<file path="config.mk">
export PLATFORM = sky130hd
export DESIGN_NAME = controlador_sequenciador
export DESIGN_NICKNAME = d
export VERILOG_FILES = /design/src/rtl/controlador_sequenciador.sv
export SDC_FILE = /design/constraint.sdc
export NUM_CORES = 1
export LEC_CHECK = 0
export BUFFER_PORTS_ARGS = -buffer_cell sky130_fd_sc_hd__buf_4
export CAP_MARGIN = 10
export CORE_AREA = 2 2 39 41
export CTS_CLUSTER_DIAMETER = 150
export DETAILED_ROUTE_END_ITERATION = 6
export DIE_AREA = 0 0 41 43
export PLACE_DENSITY = 0.73
export RECOVER_POWER = 25
export SLEW_MARGIN = 20
export SYNTH_ARGS = -nofsm -noshare
export SYNTH_HDL_FRONTEND = slang
export SYNTH_SLANG_ARGS = --single-unit
</file>
<file path="constraint.sdc">
create_clock -name clk -period 4.4 [get_ports clk]
set_input_delay 0.44 -clock clk [delete_from_list [all_inputs] [get_ports clk]]
set_output_delay 0.44 -clock clk [all_outputs]
set_load 0.05 [all_outputs]
</file>
<file path="src/rtl/controlador_sequenciador.sv">
// SAP-1 controller-sequencer: a one-hot T-state ring plus opcode decode into the control word.
// Optional macro SAP_EARLY_END_EN: short instructions return to T1 right after their last active state.
module controlador_sequenciador #(
    parameter logic [3:0] OP_LDA = 4'h0,
    parameter logic [3:0] OP_ADD = 4'h1,
    parameter logic [3:0] OP_SUB = 4'h2,
    parameter logic [3:0] OP_OUT = 4'hE,
    parameter logic [3:0] OP_HLT = 4'hF
) (
    input  logic       clk,
    input  logic       cls,
    input  logic       run,
    input  logic [3:0] opcode,
    output logic [5:0] tstate,
    output logic       pc_inc,
    output logic       pc_out,
    output logic       mar_load,
    output logic       ram_out,
    output logic       ir_load,
    output logic       ir_out,
    output logic       a_load,
    output logic       a_out,
    output logic       b_load,
    output logic       alu_sub,
    output logic       alu_out,
    output logic       out_load,
    output logic       halted
);

    localparam logic [5:0] T1 = 6'b000001;
    localparam logic [5:0] T2 = 6'b000010;
    localparam logic [5:0] T3 = 6'b000100;
    localparam logic [5:0] T4 = 6'b001000;
    localparam logic [5:0] T5 = 6'b010000;
    localparam logic [5:0] T6 = 6'b100000;

    logic advance;
    logic halt_now;
    logic last_state;
    logic active;

    assign advance  = run && !halted;
    assign halt_now = (tstate == T4) && (opcode == OP_HLT);
    assign active   = !cls && run && !halted;

    // Decide whether the current T-state is the final one of this instruction.
    always_comb begin
        last_state = 1'b0;
`ifdef SAP_EARLY_END_EN
        if (opcode == OP_LDA)
            last_state = (tstate == T5);
        else if (opcode == OP_OUT)
            last_state = (tstate == T4);
        else if ((opcode == OP_ADD) || (opcode == OP_SUB) || (opcode == OP_HLT))
            last_state = (tstate == T6);
        else
            last_state = (tstate == T3);
`else
        last_state = (tstate == T6);
`endif
    end

    always_ff @(posedge clk or posedge cls) begin
        if (cls) begin
            tstate <= T1;
            halted <= 1'b0;
        end else if (advance) begin
            if (halt_now)
                halted <= 1'b1;
            else if (last_state)
                tstate <= T1;
            else
                tstate <= {tstate[4:0], tstate[5]};
        end
    end

    // Control word is purely a decode of the held T-state and the IR opcode.
    always_comb begin
        pc_inc   = 1'b0;
        pc_out   = 1'b0;
        mar_load = 1'b0;
        ram_out  = 1'b0;
        ir_load  = 1'b0;
        ir_out   = 1'b0;
        a_load   = 1'b0;
        a_out    = 1'b0;
        b_load   = 1'b0;
        alu_sub  = 1'b0;
        alu_out  = 1'b0;
        out_load = 1'b0;
        if (active) begin
            case (tstate)
                T1: begin
                    pc_out   = 1'b1;
                    mar_load = 1'b1;
                end
                T2: pc_inc = 1'b1;
                T3: begin
                    ram_out = 1'b1;
                    ir_load = 1'b1;
                end
                T4: begin
                    if ((opcode == OP_LDA) || (opcode == OP_ADD) || (opcode == OP_SUB)) begin
                        ir_out   = 1'b1;
                        mar_load = 1'b1;
                    end else if (opcode == OP_OUT) begin
                        a_out    = 1'b1;
                        out_load = 1'b1;
                    end
                end
                T5: begin
                    if (opcode == OP_LDA) begin
                        ram_out = 1'b1;
                        a_load  = 1'b1;
                    end else if ((opcode == OP_ADD) || (opcode == OP_SUB)) begin
                        ram_out = 1'b1;
                        b_load  = 1'b1;
                    end
                end
                T6: begin
                    if ((opcode == OP_ADD) || (opcode == OP_SUB)) begin
                        alu_out = 1'b1;
                        a_load  = 1'b1;
                        alu_sub = (opcode == OP_SUB);
                    end
                end
                default: ;
            endcase
        end
    end

endmodule
</file>
* Word level (Yosys, flattened, before mapping)
Cells that the tools add are included.
** Operators by class
- Add/sub/neg operators :: 0
- $mul :: 0
- Divide/modulo/power cells :: 0
- Magnitude comparators :: 0
- Eq/ne operators :: 10
- Shift-type cells :: 0
- Multiplexer cells :: 31
- Bitwise operators :: 1
- Reductions and logical operators :: 12
** Operators by type and width (count)
- $mux 1 :: 27
- $eq 4x4->1 const B :: 2
- $eq 6x1->1 const B :: 1
- $eq 6x2->1 const B :: 1
- $eq 6x3->1 const B :: 1
- $eq 6x4->1 const B :: 1
- $eq 6x5->1 const B :: 1
- $eq 6x6->1 const B :: 1
- $mux 6 :: 1
- $pmux 1 s2 :: 3
- $eq 4x1->1 const B :: 1
- $eq 4x2->1 const B :: 1
- $logic_and 1x1->1 :: 4
- $logic_not 4->1 :: 1
- $reduce_and 2->1 :: 2
- $logic_or 1x1->1 :: 3
- $logic_not 1->1 :: 2
- $not 1->1 :: 1
** Storage, ports and cells
- Register bits :: 7
- Bits in latches :: 0
- Memory bits (writable) :: 0
- Memory bits (read-only) :: 0
- Input port bits :: 7
- Output and inout bits :: 19
- Word-level logic and storage cells :: 56
- Memories :: 0

* Longest topological paths before layout
Gate-level depths: netlist (run 1).
- Depth in word-level cells :: 6
- Gate-level depth with buffers :: 5
- Depth with buffers taken out :: 3

* Worst setup path before layout (run 1)
No wires, ideal clock.
- Kind :: register to output
- From :: register tstate[2]
- To :: output out_load
- Arrival :: 3351 ps
- Required time :: 3960 ps
- Slack :: 609 ps
- Cell stages (with the launch flop) :: 6
- Buffers on the path :: 2
- Cell sequence :: dfrtp_1 > buf_6 > nor3_1 > nand3_1 > nor4b_1 > buf_4
** On the way
- Cells in the longest elaborated chain, start to end :: 3
** Ends and longest elaborated chain
- from (decl) :: line 14 : output logic [5:0] tstate,
- from (signal assigned) :: line 73 : tstate <= {tstate[4:0], tstate[5]};
- $eq 6x4->1
- $mux 1 (2 in a row)
- to (decl) :: line 26 : output logic out_load,
No other way between the ends.

* Worst setup path in the final report (run 1)
- From :: register tstate[2]
- To :: output a_out
** On the way
- Cells in the longest elaborated chain, start to end :: 3
** Ends and longest elaborated chain
- $eq 6x4->1 :: line 92 : case (tstate)
- $mux 1 :: line 92
- $mux 1 :: line 91 : if (active) begin
- to (decl) :: line 22 : output logic a_out,
No other way between the ends.

==> impl_metrics.json, run 1 <==
{
  "ir_worst_vdd_uv": 363.8,
  "tritoncts": "done",
  "viasPerCell": 5.473,
  "rows": 14,
  "clkTransAtPathRegs_ns": 0.06,
  "min_path_type": "input pin to async pin",
  "netlist_instances": 72,
  "die_area_sq_um": 1763,
  "average_size_of_a_mapped_cell_sq_um": 8.046,
  "setup_total_negative_slack_ns": 0,
  "grt_first_pass_wirelength_um": 2297,
  "drt_first_pass_iters": 4,
  "clock_skew_after_layout_ns": 0.003510,
  "port-buffer-count": 25,
  "grt_use_total_pct": 19.37,
  "die_x_um": 41,
  "finalHoldViolCount": 0,
  "static_leakage_nw": 0.3453,
  "drv_slew": 0,
  "vias_in_the_first_global_route": 526,
  "netlist_area_sq_um": 579.3,
  "post_cts_repair_setup_buffers": 0,
  "cts-htree-levels": 1,
  "run_status": "complete, no violations",
  "drt-met1-wl_um": 685,
  "post_cts_resized": 0,
  "detailedPlace.worstSlack_ns": 2.209,
  "routed_wire_length_on_met2_um": 648,
  "detailroute.via_count": 613,
  "postRouteWirelength_um": 1459,
  "yosys-mux-area-fraction_pct": 0,
  "synth-seq-cells": 7,
  "grt_start_max_net_pins": 13,
  "critPathCaptureType": "output port",
  "pin_count": 26,
  "nets": 104,
  "slew_headroom_pct": 69.04,
  "placement.cell_area_sq_um": 754.5,
  "post-route-drc-count": 0,
  "floorplan.core_area_sq_um": 1384,
  "power-per-cell-area_nw_per_um2": 615.5,
  "postSynthNetCount": 79,
  "commonest_cells_after_routing_fill_and_taps_aside": "24 x sky130_fd_sc_hd__buf_4, 17 x sky130_fd_sc_hd__nand2_1, 6 x sky130_fd_sc_hd__dfrtp_1, 5 x sky130_fd_sc_hd__nand3_1",
  "synth_area_in_adders_pct": 0,
  "clock_tree.buffer_depth": 2,
  "grt-ovfl-total": 0,
  "ant_nets": 0,
  "finalSetupViolCount": 0,
  "yosysWarningCount": 0,
  "synth-edff-count": 0,
  "seq_area_frac_synth_pct": 30.45,
  "drt-initial-drc-count": 17,
  "min_period_ns": 2.428,
  "gp_congestion": 0.7602,
  "final_cell_area_sq_um": 777.0,
  "clock_sink_count": 7,
  "worst_skew_pair.late_latency_ns": 0.26,
  "post_synth_xor_area_fraction_pct": 1.512,
  "cts-buffers-inserted": 3,
  "dp.final_hpwl_um": 1055,
  "share_of_layout_cells_above_drive_strength_1_pct": 34.38,
  "setup_repair_after_global_routing_missed_its_margin": "no",
  "criticalPathCategory": "flop to output port",
  "initial_cell_density_of_the_core_pct": 41.86,
  "antenna_violations_before_repair": 0,
  "highest-signal-layer": "met4",
  "worstPathArrival_ns": 1.99,
  "synth-compound-area-share_pct": 11.23,
  "fin_crit_sh_pct": 55.18,
  "antennaDiodeCount": 0,
  "tightestPinTransition_ns": 0.4623,
  "combinational_family_with_the_most_area_after_synthesis": "simple AND/OR/NAND/NOR gates",
  "fillerInstances": 135,
  "postSynth.topFlopCell": "sky130_fd_sc_hd__dfrtp_1",
  "drv.max_cap_violation_count": 0,
  "clock_tree.root_cell": "sky130_fd_sc_hd__clkbuf_4",
  "synth_cell_types": 32,
  "detailroute.wirelength.met3_um": 109,
  "area.growth.synth_to_final_pct": 34.13,
  "max_freq_mhz": 411.9,
  "synth_simple_gate_area_share_pct": 49.89,
  "wire_per_inst_um": 13.03,
  "crit_required_ns": 3.96,
  "setup.worst_path.start_class": "flop",
  "synth-async-reset-ratio_pct": 100.0,
  "cts-hold-fix-buffers": 0,
  "timing.final.ws_setup_ns": 1.972,
  "totalPowerFinal_uw": 478.2,
  "dieHeight_um": 43,
  "worstPathMaxFanout": 11,
  "layout_commonest_cell": "sky130_fd_sc_hd__buf_4"
}
## synth_stat cells (2+ instances only)
cell	count	share of area [%]
sky130_fd_sc_hd__nand3_1	5	4.3
sky130_fd_sc_hd__nand2_1	17	11
sky130_fd_sc_hd__nor2_1	4	2.6
sky130_fd_sc_hd__nand4_1	2	2.2
sky130_fd_sc_hd__nor3_1	4	3.5
sky130_fd_sc_hd__a211oi_1	2	2.6
sky130_fd_sc_hd__dfrtp_1	6	26
sky130_fd_sc_hd__nor2b_1	2	2.2
sky130_fd_sc_hd__nor4b_1	3	4.5
sky130_fd_sc_hd__nand2b_1	3	3.2
sky130_fd_sc_hd__inv_1	2	1.3
sky130_fd_sc_hd__buf_2	2	1.7
## state kept, by name, indices dropped and copies added (netlist names)
register	flops
tstate	6
halted	1
## layout make-up
type | instances | area, sq um | share of cell area (%)
flip-flops and latches | 7 | 176.4 | 22.71
repair buffers | 25 | 183.9 | 23.67
well taps | 16 | 20.02 | 2.576
clock buffers | 4 | 26.28 | 3.382
multi-input cells | 58 | 362.8 | 46.70
inverters | 2 | 7.507 | 0.9662
## path summary, 6_finish.rpt
| kind | cells after the start | endpoint | startpoint | slack [ns] |
|---|---|---|---|---|
| max in group asynchronous | 2 | tstate[0] | cls | 4.01 |
| worst min-delay path | 2 | tstate[3] | cls | 0.11 |
| worst max register to register | 3 | tstate[4] | tstate[2] | 2.87 |
| worst min register to register | 1 | halted | halted | 0.55 |
| min in group clk | 2 | halted | run | 0.40 |
| worst max-delay path | 4 | a_out | tstate[2] | 1.97 |
## power by group
group	internal, mW	switching [mW]
combinational	0.0940	0.182
clock	0.0348	0.0274
sequential	0.0884	0.0513
total	0.217	0.261
## routing by layer
layer	GRT usage, %	vias to the layer above
li1	-	310
met1	25.82	272
met2	27.81	29
met3	6.283	2
met4	8.000	0
met5	0	-
## per-stage QoR
stage / util (%) / std cells / hold slack (ns)
after global placement: 54.52 / 108 / 0.4048
after floorplan: - / 72 / 0.2427
final: 56.15 / 112 / 0.1083
after CTS: 56.42 / 112 / 0.1297
after global routing: 56.15 / 112 / 0.1429
after detailed placement: 54.52 / 108 / 0.4073
## cells by family after synthesis
group | Yosys count
AOI/OAI and AO/OA | 8
xor gates and xnor gates | 1
buffers and inverters | 7
DFF | 7
and+or+nand+nor | 49
## critical path: stages, from the launching register on
cell	delay [ns]
sky130_fd_sc_hd__dfrtp_1	0.49
sky130_fd_sc_hd__nor3_1	0.31
sky130_fd_sc_hd__nand3_1	0.22
sky130_fd_sc_hd__nor4b_1	0.43
sky130_fd_sc_hd__buf_4	0.27
Power figures use the tool's default switching activity.
==> inputs of run 2 (changes only) <==
CORE_AREA = unset   (was 2 2 39 41)
CORE_MARGIN = 2   (was unset)
CORE_UTILIZATION = 40   (was unset)
DIE_AREA = unset   (was 0 0 41 43)
PLACE_DENSITY = 0.7   (was 0.73)
clock period = 1.96 ns   (was 4.4 ns; I/O delays follow)
==> impl_metrics.json, run 2 (same netlist as run 1, synthesis figures left out) <==
{
  "area.growth.synth_to_final_pct": 85.10,
  "layout_commonest_cell": "sky130_fd_sc_hd__buf_4",
  "clkTransAtPathRegs_ns": 0.06,
  "max_freq_mhz": 502.8,
  "internal_power_uw": 664.6,
  "tightestPinTransition_ns": 0.4073,
  "largest_reg_flops": 6,
  "layout_top_registers": "tstate (6), halted (1)",
  "finalSetupViolCount": 2,
  "timing.final.ws_setup_ns": -0.02903,
  "worstPathMaxFanout": 6,
  "post-route-drc-count": 0,
  "r2r_end": "tstate[3]",
  "die_area_sq_um": 1769,
  "setup.worst_path.start_class": "flop",
  "dp.final_hpwl_um": 1254,
  "grt-ovfl-total": 0,
  "clock_tree.buffer_depth": 2,
  "nets": 115,
  "grt_first_pass_wirelength_um": 3029,
  "critPathCaptureType": "output port",
  "initial_cell_density_of_the_core_pct": 43.43,
  "pwr-share-seq_pct": 21.3,
  "crit_required_ns": 1.76,
  "grtUsageMet1_pct": 29.60,
  "multiInputGateArea_sq_um": 541.8,
  "share_of_layout_cells_above_drive_strength_1_pct": 58.88,
  "criticalPathCategory": "flop to output port",
  "grt_start_max_net_pins": 9,
  "tritoncts": "done",
  "port-buffer-count": 25,
  "ir_worst_vdd_uv": 1044,
  "violations": "setup timing",
  "hold_end": "halted",
  "clock_skew_after_layout_ns": 0.002557,
  "floorplan.core_area_sq_um": 1334,
  "detailroute.via_count": 719,
  "worst_skew_pair.late_latency_ns": 0.27,
  "power-per-cell-area_nw_per_um2": 1340,
  "drv.max_cap_violation_count": 0,
  "die_x_um": 42.06,
  "min_from": "run",
  "cts-buffers-inserted": 3,
  "hold_path_cells": 2,
  "register_area_sq_um": 182.7,
  "min_path_type": "input pin to flop",
  "grt_use_total_pct": 22.65,
  "power.switching_fraction_pct": 53.76,
  "clock_tree.root_cell": "sky130_fd_sc_hd__clkbuf_4",
  "gp_congestion": 0.7930,
  "drt-initial-drc-count": 36,
  "static_leakage_nw": 0.4530,
  "worst_r2r_startpoint": "tstate[4]",
  "p_comb_share_pct": 68.8,
  "antenna_violations_before_repair": 0,
  "totalPowerFinal_mw": 1.437,
  "dieHeight_um": 42.06,
  "clock_sink_count": 7,
  "drt_first_pass_iters": 4,
  "fin_crit_sh_pct": 101.5,
  "r2r_slack_ns": 0.31,
  "finalHoldViolCount": 0,
  "globalRouteMet3Util_pct": 6.897,
  "clock_power_share_pct": 9.9,
  "viasPerCell": 5.893,
  "slew_headroom_pct": 72.50,
  "pin_count": 26,
  "min_period_ns": 1.989,
  "registers.top_by_ff_count": "tstate",
  "total_switching_power_uw": 772.7,
  "met2_routing_resource_usage_after_global_routing_pct": 35.63,
  "run_status": "finished with violations",
  "worstRegToRegCells": 5,
  "commonest_cells_after_routing_fill_and_taps_aside": "27 x sky130_fd_sc_hd__buf_4, 17 x sky130_fd_sc_hd__nand2_1, 7 x sky130_fd_sc_hd__buf_6, 5 x sky130_fd_sc_hd__dfrtp_2, 4 x sky130_fd_sc_hd__nor3_4",
  "drv_slew": 0,
  "postRouteWirelength_um": 1974,
  "ant_nets": 0,
  "setup_repair_after_global_routing_missed_its_margin": "yes",
  "setup_total_negative_slack_ns": -0.05671,
  "wire_per_inst_um": 16.18,
  "rows": 13,
  "antennaDiodeCount": 0,
  "cts-htree-levels": 1,
  "gr-max-usage-layer": "met2",
  "fillerInstances": 95,
  "worstPathArrival_ns": 1.79,
  "vias_in_the_first_global_route": 597
}
run 2: power groups by stage:
stage | combinational, mW | sequential (mW) | clock [mW]
finish | 0.989 | 0.306 | 0.142
global route | 1.04 | 0.315 | 0.154
CTS | 0.914 | 0.304 | 0.142
detailed placement | 0.802 | 0.308 | 0
global placement | 0.788 | 0.308 | 0
floorplan | 0.489 | 0.437 | 0
run 2: worst max-delay path by stage:
stage / startpoint / end / slack, ns / cells after the start
2_1_floorplan: tstate[2] / out_load / -0.21 / 5
3_3_place_gp: halted / mar_load / 0.19 / 4
3_5_place_dp: halted / mar_load / 0.16 / 4
4_1_cts: tstate[1] / a_load / -0.02 / 4
5_1_grt: tstate[1] / alu_sub / -0.12 / 5
6_report: tstate[1] / alu_sub / -0.03 / 5
run 2: critical path, cell delays in order, from the launching register on:
cell and delay [ns]:
sky130_fd_sc_hd__dfrtp_2 0.46, sky130_fd_sc_hd__nor4_4 0.36, sky130_fd_sc_hd__buf_4 0.17, sky130_fd_sc_hd__nand3_2 0.11, sky130_fd_sc_hd__nor4b_4 0.24, sky130_fd_sc_hd__buf_6 0.19
run 2: timing repair:
item                                   in CTS  in global routing
setup endpoints to repair                   9                  5
resized for setup                           7                  5
pin swaps                                   4                  2
endpoints found under the hold margin       6                  0
setup buffers                               5                  2
hold buffers                                1                  0
run 2: area by class of cell:
cell class	count	area share [%]
Clock buffer	4	2.450
Inverter	2	0.7001
Multi-Input combinational cell	58	50.53
Sequential cell	7	17.04
Tap cell	15	1.750
Timing Repair Buffer	36	27.54
run 2: routing by layer:
layer | routed length [um] | share of wire (%)
met2 | 1026 | 52
met4 | 32 | 1.6
met1 | 762 | 39
met3 | 152 | 7.7
met5 | 0 | 0
run 2: per-stage QoR:
step | util (%) | hold slack, ns | instance area [sq um] | setup WS, ns | std cells
after floorplan | - | -0.001671 | 743.2 | -0.2148 | 72
after global placement | 69.70 | 0.1637 | 929.6 | 0.1890 | 110
after detailed placement | 69.70 | 0.1803 | 929.6 | 0.1590 | 110
after CTS | 78.05 | 0.1628 | 1041 | -0.01611 | 120
after global routing | 80.39 | 0.1588 | 1072 | -0.1180 | 122
final | 80.39 | 0.1574 | 1072 | -0.02903 | 122
==> inputs of run 3 (changes only) <==
==> constraint.sdc (replaced) <==
create_clock -name clk -period 1.96 [get_ports clk]
set_input_delay 0.098 -clock clk [delete_from_list [all_inputs] [get_ports clk]]
set_output_delay 0.098 -clock clk [all_outputs]
set_load 0.05 [all_outputs]
==> impl_metrics.json, run 3 (same netlist as run 1, synthesis figures left out) <==
{
  "run_status": "complete, no violations",
  "max_freq_mhz": 529.1,
  "clock_skew_after_layout_ns": 0.004710,
  "min_path_type": "input pin to flop",
  "initial_cell_density_of_the_core_pct": 43.43,
  "drt_first_pass_iters": 3,
  "met2_routing_resource_usage_after_global_routing_pct": 29.69,
  "worstPathMaxFanout": 11,
  "setup_total_negative_slack_ns": 0,
  "tritoncts": "done",
  "antenna_violations_before_repair": 0,
  "clock_sink_count": 7,
  "wire_per_inst_um": 14.06,
  "drv_slew": 0,
  "detailedPlace.worstSlack_ns": 0.2930,
  "register_area_sq_um": 178.9,
  "registers.top_by_ff_count": "tstate",
  "nets": 106,
  "post_cts_repair_setup_buffers": 0,
  "worstPathArrival_ns": 1.79,
  "pin_count": 26,
  "static_leakage_nw": 0.3940,
  "die_x_um": 42.06,
  "setup_repair_after_global_routing_missed_its_margin": "yes",
  "area.growth.synth_to_final_pct": 57.45,
  "timing.hold.ws_ns": 0.06026,
  "floorplan.core_area_sq_um": 1334,
  "tightestPinTransition_ns": 0.3654,
  "dp_cells": 108,
  "dp.final_hpwl_um": 1160,
  "finalHoldViolCount": 0,
  "clock_tree.root_cell": "sky130_fd_sc_hd__clkbuf_4",
  "hold_path_cells": 2,
  "grt_first_pass_wirelength_um": 2628,
  "ir_worst_vdd_uv": 907.4,
  "clock_tree.buffer_depth": 2,
  "port-buffer-count": 25,
  "postRouteWirelength_um": 1589,
  "layout_commonest_cell": "sky130_fd_sc_hd__buf_4",
  "r2r_slack_ns": 0.43,
  "grt-ovfl-total": 0,
  "antennaDiodeCount": 0,
  "gr-max-usage-layer": "met2",
  "viasPerCell": 5.619,
  "crit_required_ns": 1.86,
  "fillerInstances": 128,
  "grt_start_max_net_pins": 13,
  "clkTransAtPathRegs_ns": 0.06,
  "ant_nets": 0,
  "drt-initial-drc-count": 3,
  "stdcell_count": 113,
  "criticalPathCategory": "flop to output port",
  "share_of_layout_cells_above_drive_strength_1_pct": 52.04,
  "layout_top_registers": "tstate (6), halted (1)",
  "gp_congestion": 0.7412,
  "grtUsageMet1_pct": 24.47,
  "post-route-drc-count": 0,
  "timing.final.ws_setup_ns": 0.06995,
  "power-per-cell-area_nw_per_um2": 1292,
  "slew_headroom_pct": 75.33,
  "multiInputGateArea_sq_um": 471.7,
  "die_area_sq_um": 1769,
  "min_period_ns": 1.890,
  "commonest_cells_after_routing_fill_and_taps_aside": "24 x sky130_fd_sc_hd__buf_4, 17 x sky130_fd_sc_hd__nand2_1, 4 x sky130_fd_sc_hd__nor3_2, 4 x sky130_fd_sc_hd__clkbuf_4, 4 x sky130_fd_sc_hd__dfrtp_1",
  "drv.max_cap_violation_count": 0,
  "cts-htree-levels": 1,
  "detailroute.via_count": 635,
  "critPathCaptureType": "output port",
  "rows": 13,
  "fin_crit_sh_pct": 96.43,
  "cts-buffers-inserted": 3,
  "vias_in_the_first_global_route": 588,
  "grt_use_total_pct": 19.25,
  "finalSetupViolCount": 0,
  "largest_reg_flops": 6,
  "setup.worst_path.start_class": "flop",
  "totalPowerFinal_mw": 1.179,
  "globalRouteMet3Util_pct": 6.897,
  "worst_skew_pair.late_latency_ns": 0.26,
  "dieHeight_um": 42.06,
  "worstRegToRegCells": 3
}
[run 3: cell count changes in the layout (fill, tap and decap cells not counted), sizes merged]
cell / previous run / this run
buf: 34 / 25
[run 3: timing repair]
| action | 4_1_cts | 5_1_grt |
|---|---|---|
| gates resized for setup | 0 | 6 |
| setup endpoints to repair | 0 | 5 |
| hold endpoints to repair | 6 | 0 |
| hold buffers | 1 | 0 |
[run 3: metal layers]
| metal | up-vias | routed length [um] |
|---|---|---|
| met5 | - | 0 |
| met4 | 0 | 12 |
| met3 | 2 | 96 |
| met2 | 18 | 747 |
| met1 | 303 | 732 |
| li1 | 312 | - |
[run 3: stage by stage]
step	utilization, %	instance area (sq um)
after floorplan	-	664.4
after global placement	63.41	845.8
after detailed placement	63.41	845.8
after CTS	66.14	882.1
after global routing	68.39	912.1
final	68.39	912.1
[run 3: cell type report]
type	count	share of cell area, %
Multi-Input combinational cell	58	51.71
Clock buffer	4	2.881
Inverter	2	0.8230
Timing Repair Buffer	27	22.91
Tap cell	15	2.058
Sequential cell	7	19.62
[run 3: worst max-delay path, stage by stage, from the launching register on]
cell                       delay (ns)
sky130_fd_sc_hd__dfrtp_2         0.49
sky130_fd_sc_hd__nor4b_1         0.31
sky130_fd_sc_hd__a41oi_1         0.21
sky130_fd_sc_hd__a221oi_4        0.33
sky130_fd_sc_hd__buf_6           0.19
[run 3: path summary, 6_finish.rpt]
path,from,end
min,run,halted
max reg2reg,tstate[1],tstate[4]
min reg2reg,halted,halted
max in group asynchronous,cls,tstate[0]
max,tstate[2],a_load
min in group asynchronous,cls,halted
[run 3: power breakdown]
group	switching (mW)	internal (mW)
sequential	0.141	0.201
clock	0.0594	0.0781
combinational	0.447	0.252
